$ cat src/rtl/mul_div_unit_pkg.sv
// Shared definitions for the multi-cycle multiply/divide unit: the ALU decoder
// operation codes it consumes, the FSM state encoding and operation classifiers.
package mul_div_unit_pkg;

    localparam logic [7:0] EXE_ADD_OP   = 8'b0010_0000;
    localparam logic [7:0] EXE_MULT_OP  = 8'b0001_1000;
    localparam logic [7:0] EXE_MULTU_OP = 8'b0001_1001;
    localparam logic [7:0] EXE_DIV_OP   = 8'b0001_1010;
    localparam logic [7:0] EXE_DIVU_OP  = 8'b0001_1011;

    localparam int MD_ITER = 32;

    typedef enum logic [1:0] {
        MD_IDLE = 2'd0,
        MD_RUN  = 2'd1,
        MD_FIX  = 2'd2,
        MD_DONE = 2'd3
    } md_state_e;

    function automatic logic is_md_op(input logic [7:0] op);
        return (op == EXE_MULT_OP) || (op == EXE_MULTU_OP) ||
               (op == EXE_DIV_OP)  || (op == EXE_DIVU_OP);
    endfunction

    function automatic logic is_signed_op(input logic [7:0] op);
        return (op == EXE_MULT_OP) || (op == EXE_DIV_OP);
    endfunction

    function automatic logic is_div_op(input logic [7:0] op);
        return (op == EXE_DIV_OP) || (op == EXE_DIVU_OP);
    endfunction

endpackage

$ cat src/rtl/mul_div_unit_abs_sign.sv
// Conditional two's-complement negation of a 2*WIDTH word, either as two
// independent WIDTH lanes (operand abs, quotient/remainder signs) or as one wide value (product).
module md_abs_sign #(
    parameter int WIDTH = 32
) (
    input  logic [2*WIDTH-1:0] value_i,
    input  logic               wide_i,
    input  logic               neg_hi_i,
    input  logic               neg_lo_i,
    output logic [2*WIDTH-1:0] value_o
);

    logic [WIDTH-1:0] hi;
    logic [WIDTH-1:0] lo;

    assign hi = value_i[2*WIDTH-1:WIDTH];
    assign lo = value_i[WIDTH-1:0];

    // NOTE: value_o gets a full default before any branch, so no path leaves it unassigned and no latch is inferred.
    always_comb begin
        value_o = value_i;
        if (wide_i) begin
            if (neg_lo_i) begin
                value_o = -value_i;
            end
        end else begin
            if (neg_hi_i) begin
                value_o[2*WIDTH-1:WIDTH] = -hi;
            end
            if (neg_lo_i) begin
                value_o[WIDTH-1:0] = -lo;
            end
        end
    end

endmodule

$ cat src/rtl/mul_div_unit.sv
// Multi-cycle multiply/divide unit for EX: shift-add multiply and restoring
// divide on magnitudes, sign fix-up afterwards, start/stall/valid handshake.
module mul_div_unit
    import mul_div_unit_pkg::*;
#(
    parameter int WIDTH = 32,
    parameter int CNT_W = 6
) (
    input  logic               clk,
    input  logic               resetn,
    input  logic [7:0]         alucontrolE,
    input  logic               start_i,
    input  logic               cancel_i,
    input  logic [WIDTH-1:0]   srcaE,
    input  logic [WIDTH-1:0]   srcbE,
    output logic               stall_o,
    output logic               result_valid_o,
    output logic [2*WIDTH-1:0] hilo_o
);

    localparam logic [CNT_W-1:0] LAST_ITER = CNT_W'(WIDTH - 1);

    md_state_e          state_q,   state_d;
    logic [CNT_W-1:0]   cnt_q,     cnt_d;
    logic [2*WIDTH-1:0] work_q,    work_d;
    logic [WIDTH-1:0]   opnd_q,    opnd_d;
    logic [WIDTH-1:0]   src_a_q,   src_a_d;
    logic               is_div_q,  is_div_d;
    logic               signed_q,  signed_d;
    logic               sign_a_q,  sign_a_d;
    logic               sign_b_q,  sign_b_d;
    logic [2*WIDTH-1:0] hilo_q,    hilo_d;

    logic               accept;
    logic               in_signed;
    logic               in_neg_a;
    logic               in_neg_b;
    logic [2*WIDTH-1:0] in_abs;
    logic [WIDTH-1:0]   abs_a;
    logic [WIDTH-1:0]   abs_b;

    logic [2*WIDTH-1:0] fix_val;
    logic [2*WIDTH-1:0] fix_res;

    logic [WIDTH:0]     mul_sum;
    logic [2*WIDTH-1:0] mul_next;
    logic [WIDTH:0]     div_shift;
    logic [WIDTH-1:0]   div_diff;
    logic [2*WIDTH-1:0] div_next;

    assign accept    = start_i && is_md_op(alucontrolE) && !cancel_i;
    assign in_signed = is_signed_op(alucontrolE);
    assign in_neg_a  = in_signed && srcaE[WIDTH-1];
    assign in_neg_b  = in_signed && srcbE[WIDTH-1];

    // Entry: magnitudes of both operands; 0x80000000 comes out as unsigned 2^31.
    md_abs_sign #(.WIDTH(WIDTH)) u_entry_abs (
        .value_i  ({srcaE, srcbE}),
        .wide_i   (1'b0),
        .neg_hi_i (in_neg_a),
        .neg_lo_i (in_neg_b),
        .value_o  (in_abs)
    );

    assign abs_a = in_abs[2*WIDTH-1:WIDTH];
    assign abs_b = in_abs[WIDTH-1:0];

    // Exit: product negated as one word; quotient and remainder negated per lane.
    md_abs_sign #(.WIDTH(WIDTH)) u_exit_sign (
        .value_i  (work_q),
        .wide_i   (!is_div_q),
        .neg_hi_i (signed_q && is_div_q && sign_a_q),
        .neg_lo_i (signed_q && (sign_a_q ^ sign_b_q)),
        .value_o  (fix_val)
    );

    always_comb begin
        fix_res = fix_val;
        if (is_div_q && (opnd_q == '0)) begin
            fix_res = {src_a_q, {WIDTH{1'b1}}};
        end
    end

    // Multiply step: work = {hi, multiplier}; add multiplicand on the bit leaving at LSB.
    always_comb begin
        mul_sum  = {1'b0, work_q[2*WIDTH-1:WIDTH]} + {1'b0, (work_q[0] ? opnd_q : '0)};
        mul_next = {mul_sum, work_q[WIDTH-1:1]};
    end

    // Divide step: work = {rem, quot}; remainder stays below the divisor, so the
    // difference always fits in WIDTH bits when the trial subtraction succeeds.
    always_comb begin
        div_shift = work_q[2*WIDTH-1:WIDTH-1];
        div_diff  = div_shift[WIDTH-1:0] - opnd_q;
        if (div_shift >= {1'b0, opnd_q}) begin
            div_next = {div_diff, work_q[WIDTH-2:0], 1'b1};
        end else begin
            div_next = {div_shift[WIDTH-1:0], work_q[WIDTH-2:0], 1'b0};
        end
    end

    always_comb begin
        state_d        = state_q;
        cnt_d          = cnt_q;
        work_d         = work_q;
        opnd_d         = opnd_q;
        src_a_d        = src_a_q;
        is_div_d       = is_div_q;
        signed_d       = signed_q;
        sign_a_d       = sign_a_q;
        sign_b_d       = sign_b_q;
        hilo_d         = hilo_q;
        stall_o        = 1'b0;
        result_valid_o = 1'b0;
        hilo_o         = hilo_q;

        unique case (state_q)
            MD_IDLE: begin
                if (accept) begin
                    stall_o  = 1'b1;
                    state_d  = MD_RUN;
                    cnt_d    = '0;
                    is_div_d = is_div_op(alucontrolE);
                    signed_d = in_signed;
                    sign_a_d = in_neg_a;
                    sign_b_d = in_neg_b;
                    src_a_d  = srcaE;
                    if (is_div_op(alucontrolE)) begin
                        work_d = {{WIDTH{1'b0}}, abs_a};
                        opnd_d = abs_b;
                    end else begin
                        work_d = {{WIDTH{1'b0}}, abs_b};
                        opnd_d = abs_a;
                    end
                end
            end
            MD_RUN: begin
                stall_o = 1'b1;
                work_d  = is_div_q ? div_next : mul_next;
                cnt_d   = cnt_q + 1'b1;
                if (cnt_q == LAST_ITER) begin
                    state_d = MD_FIX;
                end
            end
            MD_FIX: begin
                stall_o = 1'b1;
                work_d  = fix_res;
                state_d = MD_DONE;
            end
            MD_DONE: begin
                result_valid_o = 1'b1;
                hilo_o         = work_q;
                hilo_d         = work_q;
                state_d        = MD_IDLE;
            end
            default: state_d = MD_IDLE;
        endcase

        // Cancel aborts from any state and keeps the previous result visible.
        if (cancel_i) begin
            state_d        = MD_IDLE;
            stall_o        = 1'b0;
            result_valid_o = 1'b0;
            hilo_o         = hilo_q;
            hilo_d         = hilo_q;
        end
    end

    // NOTE: state registers use non-blocking assignments so every flop samples pre-edge values.
    always_ff @(posedge clk) begin
        if (!resetn) begin
            state_q  <= MD_IDLE;
            cnt_q    <= '0;
            work_q   <= '0;
            opnd_q   <= '0;
            src_a_q  <= '0;
            is_div_q <= 1'b0;
            signed_q <= 1'b0;
            sign_a_q <= 1'b0;
            sign_b_q <= 1'b0;
            hilo_q   <= '0;
        end else begin
            state_q  <= state_d;
            cnt_q    <= cnt_d;
            work_q   <= work_d;
            opnd_q   <= opnd_d;
            src_a_q  <= src_a_d;
            is_div_q <= is_div_d;
            signed_q <= signed_d;
            sign_a_q <= sign_a_d;
            sign_b_q <= sign_b_d;
            hilo_q   <= hilo_d;
        end
    end

endmodule

$ cat config.mk
export PLATFORM = sky130hd
export DESIGN_NAME = mul_div_unit
export DESIGN_NICKNAME = d
export VERILOG_FILES = /design/src/rtl/mul_div_unit_pkg.sv /design/src/rtl/mul_div_unit_abs_sign.sv /design/src/rtl/mul_div_unit.sv
export SDC_FILE = /design/constraint.sdc
export NUM_CORES = 1
export LEC_CHECK = 0
export CAP_MARGIN = 0
export CORE_AREA = 4 4 339 207
export CTS_BUF_LIST = sky130_fd_sc_hd__clkbuf_4 sky130_fd_sc_hd__clkbuf_8
export DETAILED_ROUTE_END_ITERATION = 8
export DIE_AREA = 0 0 343 211
export DONT_BUFFER_PORTS = 1
export RECOVER_POWER = 25
export SLEW_MARGIN = 20
export SYNTH_ARGS = -nofsm -noshare
export SYNTH_HDL_FRONTEND = slang
export SYNTH_SLANG_ARGS = --single-unit
$ cat constraint.sdc
create_clock -name clk -period 3.5 [get_ports clk]
set_input_delay 0.525 -clock clk [delete_from_list [all_inputs] [get_ports clk]]
set_output_delay 0.525 -clock clk [all_outputs]
set_load 0.02 [all_outputs]
Word-level counts from Yosys, hierarchy flattened
Cells that the tools add are included.

Equality and inequality tests: 13. Bitwise operators: 2. Reduce and logical (&&, ||, !) cells: 25. Multiplexer cells: 26. $add $sub $neg: 8. Magnitude comparators: 1.

Operators with widths (count): $mux 64 (8); $mux 32 (7); $pmux 64 s3 (1); $neg 32->32 (4); $neg 64->64 (1); $add 32x32->33 (1); $ge 33x32->1 (1); $eq 8x5->1 const B (4); $logic_not 32->1 (1); $sub 32x32->32 (1); $pmux 6 s2 (1); $logic_and 1x1->1 (8); $ne 4x3->1 const B (2); $pmux 2 s4 (1); $add 6x1->6 const B (1); $eq 6x5->1 const B (1); $mux 6 (1); $reduce_and 2->1 (3); $logic_or 1x1->1 (5); $eq 2x2->1 const B (2); $mux 1 (4); $mux 2 (2); $ne 2x2->1 const B (2); $reduce_and 4->1 (1); 11 further kinds (12).

Bits in registers: 204. Output and inout port bits: 66. Input bits: 76.

Longest topological paths before layout
Word-level depth: 9. Gate-level depth with buffers: 14. Depth with buffers taken out: 12.

Hierarchy
From an unflattened synthesis, not the netlist that was laid out.

Cell total of the unflattened synthesis: 2259. Area total of the unflattened synthesis: 17760.8 µm².

Modules (own cells, without submodules): mul_div_unit (times used 1, area each 14500.2 µm², cells each 1761); md_abs_sign at u_entry_abs (times used 1, area each 1697.9 µm², cells each 263); md_abs_sign at u_exit_sign (times used 1, area each 1562.7 µm², cells each 235).

Worst setup path before layout
Ideal clock, no wire load.

Kind: register to register. Start: register work_q[0]. End: register work_q[61]. Buffers on the path: 1. Setup time: 0.122 ns. Clock period less this slack: 3.076 ns. Data arrival time: 2.955 ns. Slack: 0.424 ns. Data required time: 3.378 ns. Stages on the path, launching flop included: 14. Path through: dfxtp_1 clkinv_1 clkbuf_1 nor2_1 fa_1 a211oi_1 nor4_1 nor2_1 nand2_1 a21oi_1 o21a_1 o21ai_0 or2_2 a221o_1.

Longest elaborated chain between the ends: 5. Elaborated cells between the ends (all ways): 8.

RTL lines: start: declaration (RTL line mul_div_unit.sv:25) `logic [2*WIDTH-1:0] work_q, work_d;`; start signal: assignment (RTL line mul_div_unit.sv:185) `work_q <= work_d;`; $neg 64->64 (RTL line mul_div_unit_abs_sign.sv:24) `value_o = -value_i;`; $mux 64 (RTL line mul_div_unit_abs_sign.sv:23) `if (neg_lo_i) begin`; $mux 64 (RTL line mul_div_unit_abs_sign.sv:22) `if (wide_i) begin`; $mux 64 (RTL line mul_div_unit.sv:79) `if (is_div_q && (opnd_q == '0)) begin`; $pmux 64 s3 * (RTL line mul_div_unit.sv:117) `unique case (state_q)`.

Mark *: on every way between the ends. The rest lies on a longest branch, timed or not. The select of a mux whose other input is x is not followed. A chain may end at the register's enable or synchronous reset.

Worst setup path after layout
Start: register work_q[16]. End: register work_q[55].

Longest elaborated chain between the ends: 5.

RTL lines (RTL line): $neg 64->64 (mul_div_unit_abs_sign.sv:24); $mux 64 (mul_div_unit_abs_sign.sv:23); $mux 64 (mul_div_unit_abs_sign.sv:22); $mux 64 (mul_div_unit.sv:79); $pmux 64 s3 (mul_div_unit.sv:117).

No other way between the ends. The select of a mux whose other input is x is not followed.

==> impl_metrics.tcl <==
set metrics [dict create \
    period_minus_slack_ps 3550 \
    crit_end "work_q[55]" \
    critPathArrivalTime_ps 4030 \
    fin_crit_sh_pct 101 \
    slew_viol_final 72 \
    fmax_ghz 0.282 \
    die_w_um 343 \
    r2r_slack_ps -50 \
    cap_violations 1 \
    placed_cell_area_um2 18500 \
    grt_max_degree 105 \
    cts_buffers 35 \
    drc 0 \
    netlist_area_um2 16700 \
    cts_max_path_buffers 3 \
    antenna_found_initial 4 \
    status "finished with violations" \
    synth_cell_types 91 \
    grt_pass1_vias 15500 \
    clkLatencyLatePin_ps 620 \
    gp_congestion 0.941 \
    seq_area_um2 4090 \
    ys_seq_area_share_pct 24.5 \
    combPwrFrac_pct 9.3 \
    slew_headroom_pct -5.75 \
    place_inst 3172 \
    rr_endpoint "work_q[55]" \
    final_cell_count_no_fill 3235 \
    ys.flop_type "dfxtp_1" \
    cts_setup_buffers 0 \
    ys_warn_count 0 \
    cp-startpoint "work_q[16]" \
    detail_route.wl_per_cell_um 20.9 \
    worst_r2r_path_depth 9 \
    violations "max-capacitance violations, max-slew violations, negative setup slack" \
    htreeDepth 2 \
    switching_power_w 0.00146 \
    avgSynthCellArea_um2 7.41 \
    fin_area_um2 19400 \
    synth_edf_count 0 \
    syn_inst 2248 \
    drt_iter0_drc 2186 \
    drt_wl_total_mm 67.8 \
    rsz0062_at_grt "no" \
    setup_slack_ps -48.6 \
    swShare_pct 26.4 \
    critical_path_class "reg2reg" \
    crit_cells 9 \
    finalClockSkew_ps 59.3 \
    pwr-share-clk_pct 48.4 \
    end_kind "flop" \
    reg2reg_from "work_q[16]" \
    detail-route-antenna-nets 0 \
    syn2layout_area_growth_pct 16.6 \
    leakagePower_nw 7.63 \
    dr.pass1.iters 5 \
    via_per_inst 5.36 \
    grt_pass1_wl_mm 99.9 \
    nets 2449 \
    cts.sinks 204 \
    synth-seq-cells 204 \
    multi_input_area_um2 11800 \
    syn-num-nets 2399 \
    cp_slowest_stage_delay_ps 670 \
    start_util_pct 24.7 \
    start_kind "flop" \
    vias 17300 \
    cp_data_required_time_ps 3980 \
    crit_fanout 5 \
    coreArea_um2 67300 \
    hold_ws_ps 41.5 \
    worst_slew_pin_slew_ps 1590 \
    crit_family "simple AND/OR/NAND/NOR gates" \
    fp-row-count 74 \
    setup_viol 1 \
    p_int_w 0.00406 \
    cts_tree "built" \
    nFillCells 7349 \
    track_usage_pct 17.9 \
    slowest_stage "or4_1" \
    p_seq_share_pct 42.3 \
    gr-total-overflow 0 \
    ir_drop_v 0.000247 \
    boundaryPins 142 \
    path_buf_inv 0 \
    cts_root_buf "clkbuf_8" \
    die_h_um 211 \
    critical_path.cell_chain "or4_1 -> nor3b_4 -> a41oi_4 -> nor2_1 -> nand2_1 -> o41ai_1 -> a22oi_1 -> a2bb2oi_1 -> o211ai_1" \
    drive_above_1_share_pct 13.2 \
    hpwl_mm 52.7 \
    dieArea_um2 72400 \
    hold_path.class "in2reg" \
    power.density_nw_per_um2 284 \
    io_buffer_count 0 \
    clk_pin_slew_worst_paths_ps 80 \
    async_flop_share_pct 0 \
    final-hold-violation-count 0 \
]
-- power groups by stage --
| stage | sequential (W) | clock, W | combinational, W |
|---|---|---|---|
| after floorplan | 0.00238 | 0 | 0.000352 |
| after global placement | 0.00238 | 0 | 0.000484 |
| after detailed placement | 0.00238 | 0 | 0.000485 |
| after CTS | 0.00233 | 0.00272 | 0.000490 |
| after global routing | 0.00233 | 0.00285 | 0.000551 |
| final | 0.00233 | 0.00267 | 0.000515 |
-- timing repair --
item / in CTS / in global routing
hold endpoints to repair: 1 / 0
gates cloned: 0 / 0
resized for setup: 1 / 25
endpoints found under the setup margin: 1 / 9
pin swaps: 0 / 2
hold buffers: 1 / 0
-- final cells by class --
type | instances | area share, %
diodes | 1 | 0.0129
clock buffers | 54 | 3.47
clock inverters | 7 | 0.728
inverters | 74 | 1.43
multi-input cells | 1822 | 60.8
flip-flops and latches | 204 | 21.1
well taps | 912 | 5.88
repair buffers | 161 | 6.59
-- sequential cells by signal, indices dropped and copies added, names as in the netlist --
| register | count |
|---|---|
| signed_q | 1 |
| cnt_q | 6 |
| src_a_q | 32 |
| sign_b_q | 1 |
| is_div_q | 1 |
| state_q | 2 |
| hilo_q | 64 |
| sign_a_q | 1 |
| opnd_q | 32 |
| work_q | 64 |
-- through the flow --
stage	util, %	total power, W	TNS (ps)	worst slack, ps
3_5_place_dp	27.5	0.00287	0	60.6
5_1_grt	28.8	0.00573	0	7.87
2_1_floorplan	-	0.00273	0	424
3_3_place_gp	27.5	0.00287	0	79.9
4_1_cts	28.8	0.00554	0	26.9
6_report	28.8	0.00551	-48.6	-48.6
-- worst min-delay path by stage --
stage                start     endpoint  cells past startpoint
3_5_place_dp   src_a_q[21]  src_a_q[21]                      2
5_1_grt           srcaE[8]   src_a_q[8]                      2
6_report          srcaE[8]   src_a_q[8]                      2
3_3_place_gp   src_a_q[21]  src_a_q[21]                      2
4_1_cts           srcaE[8]   src_a_q[8]                      2
2_1_floorplan   src_a_q[1]   src_a_q[1]                      2
-- cell usage after synthesis (13+ instances only) --
master,count,area share [%]
xor2_1,65,3.4
mux2_2,67,4.5
a21o_1,33,1.5
a211oi_1,47,2.1
and2_1,74,2.8
or3_1,22,0.83
ha_1,73,5.5
o211ai_1,52,2.3
dfxtp_1,204,25
a21oi_1,212,6.4
nor4_1,27,1.0
clkbuf_1,126,2.8
nand2_1,250,5.6
a31oi_1,14,0.53
xnor2_1,84,4.4
and3_1,13,0.49
o21ai_0,149,4.5
inv_1,72,1.6
nand3_1,43,1.3
mux2i_1,64,3.8
nand4_1,18,0.68
o31ai_1,17,0.77
nor3_1,60,1.8
a22oi_1,18,0.81
nor2_1,223,5.0
nand2b_1,15,0.56
-- cell usage in the layout, fill, tap and decap left out, types with 10 or more instances in the layout --
| master | count |
|---|---|
| xor2_1 | 65 |
| ha_1 | 68 |
| nand2_1 | 248 |
| and2_1 | 72 |
| a22oi_1 | 18 |
| nor2_1 | 223 |
| nand4_1 | 18 |
| mux2i_1 | 64 |
| o31ai_1 | 16 |
| a21o_1 | 33 |
| o211ai_1 | 52 |
| or4_1 | 11 |
| mux2_1 | 38 |
| nand2b_1 | 14 |
| clkbuf_8 | 43 |
| o21bai_1 | 11 |
| buf_4 | 147 |
| xnor2_1 | 84 |
| a21oi_1 | 211 |
| inv_1 | 70 |
| o21ai_0 | 144 |
| clkbuf_4 | 11 |
| dfxtp_1 | 202 |
| a211oi_1 | 44 |
| nor3_1 | 59 |
| or3_1 | 22 |
| nor2b_1 | 10 |
| nor4_1 | 26 |
| a31oi_1 | 13 |
| and3_1 | 13 |
| mux2_2 | 29 |
| o21a_1 | 11 |
| nand3b_1 | 10 |
| nand3_1 | 43 |
-- kinds of logic after synthesis --
group                      after synthesis  synth area share [%]
AOI/OAI and AO/OA                      659                  25.0
muxes                                  131                  8.38
adders and majority gates               75                  5.73
DFF                                    204                  24.5
buffers and inverters                  222                  5.21
and+or+nand+nor                        808                  23.3
xor gates and xnor gates               149                  7.84
-- per-layer routing --
| metal | GRT usage [%] | wire (µm) |
|---|---|---|
| met5 | 1.17 | 139 |
| met4 | 3.24 | 1120 |
| met1 | 27.2 | 32300 |
| met2 | 23.6 | 25600 |
| met3 | 6.93 | 8590 |
Note: power is estimated with default switching activity, not from simulation.
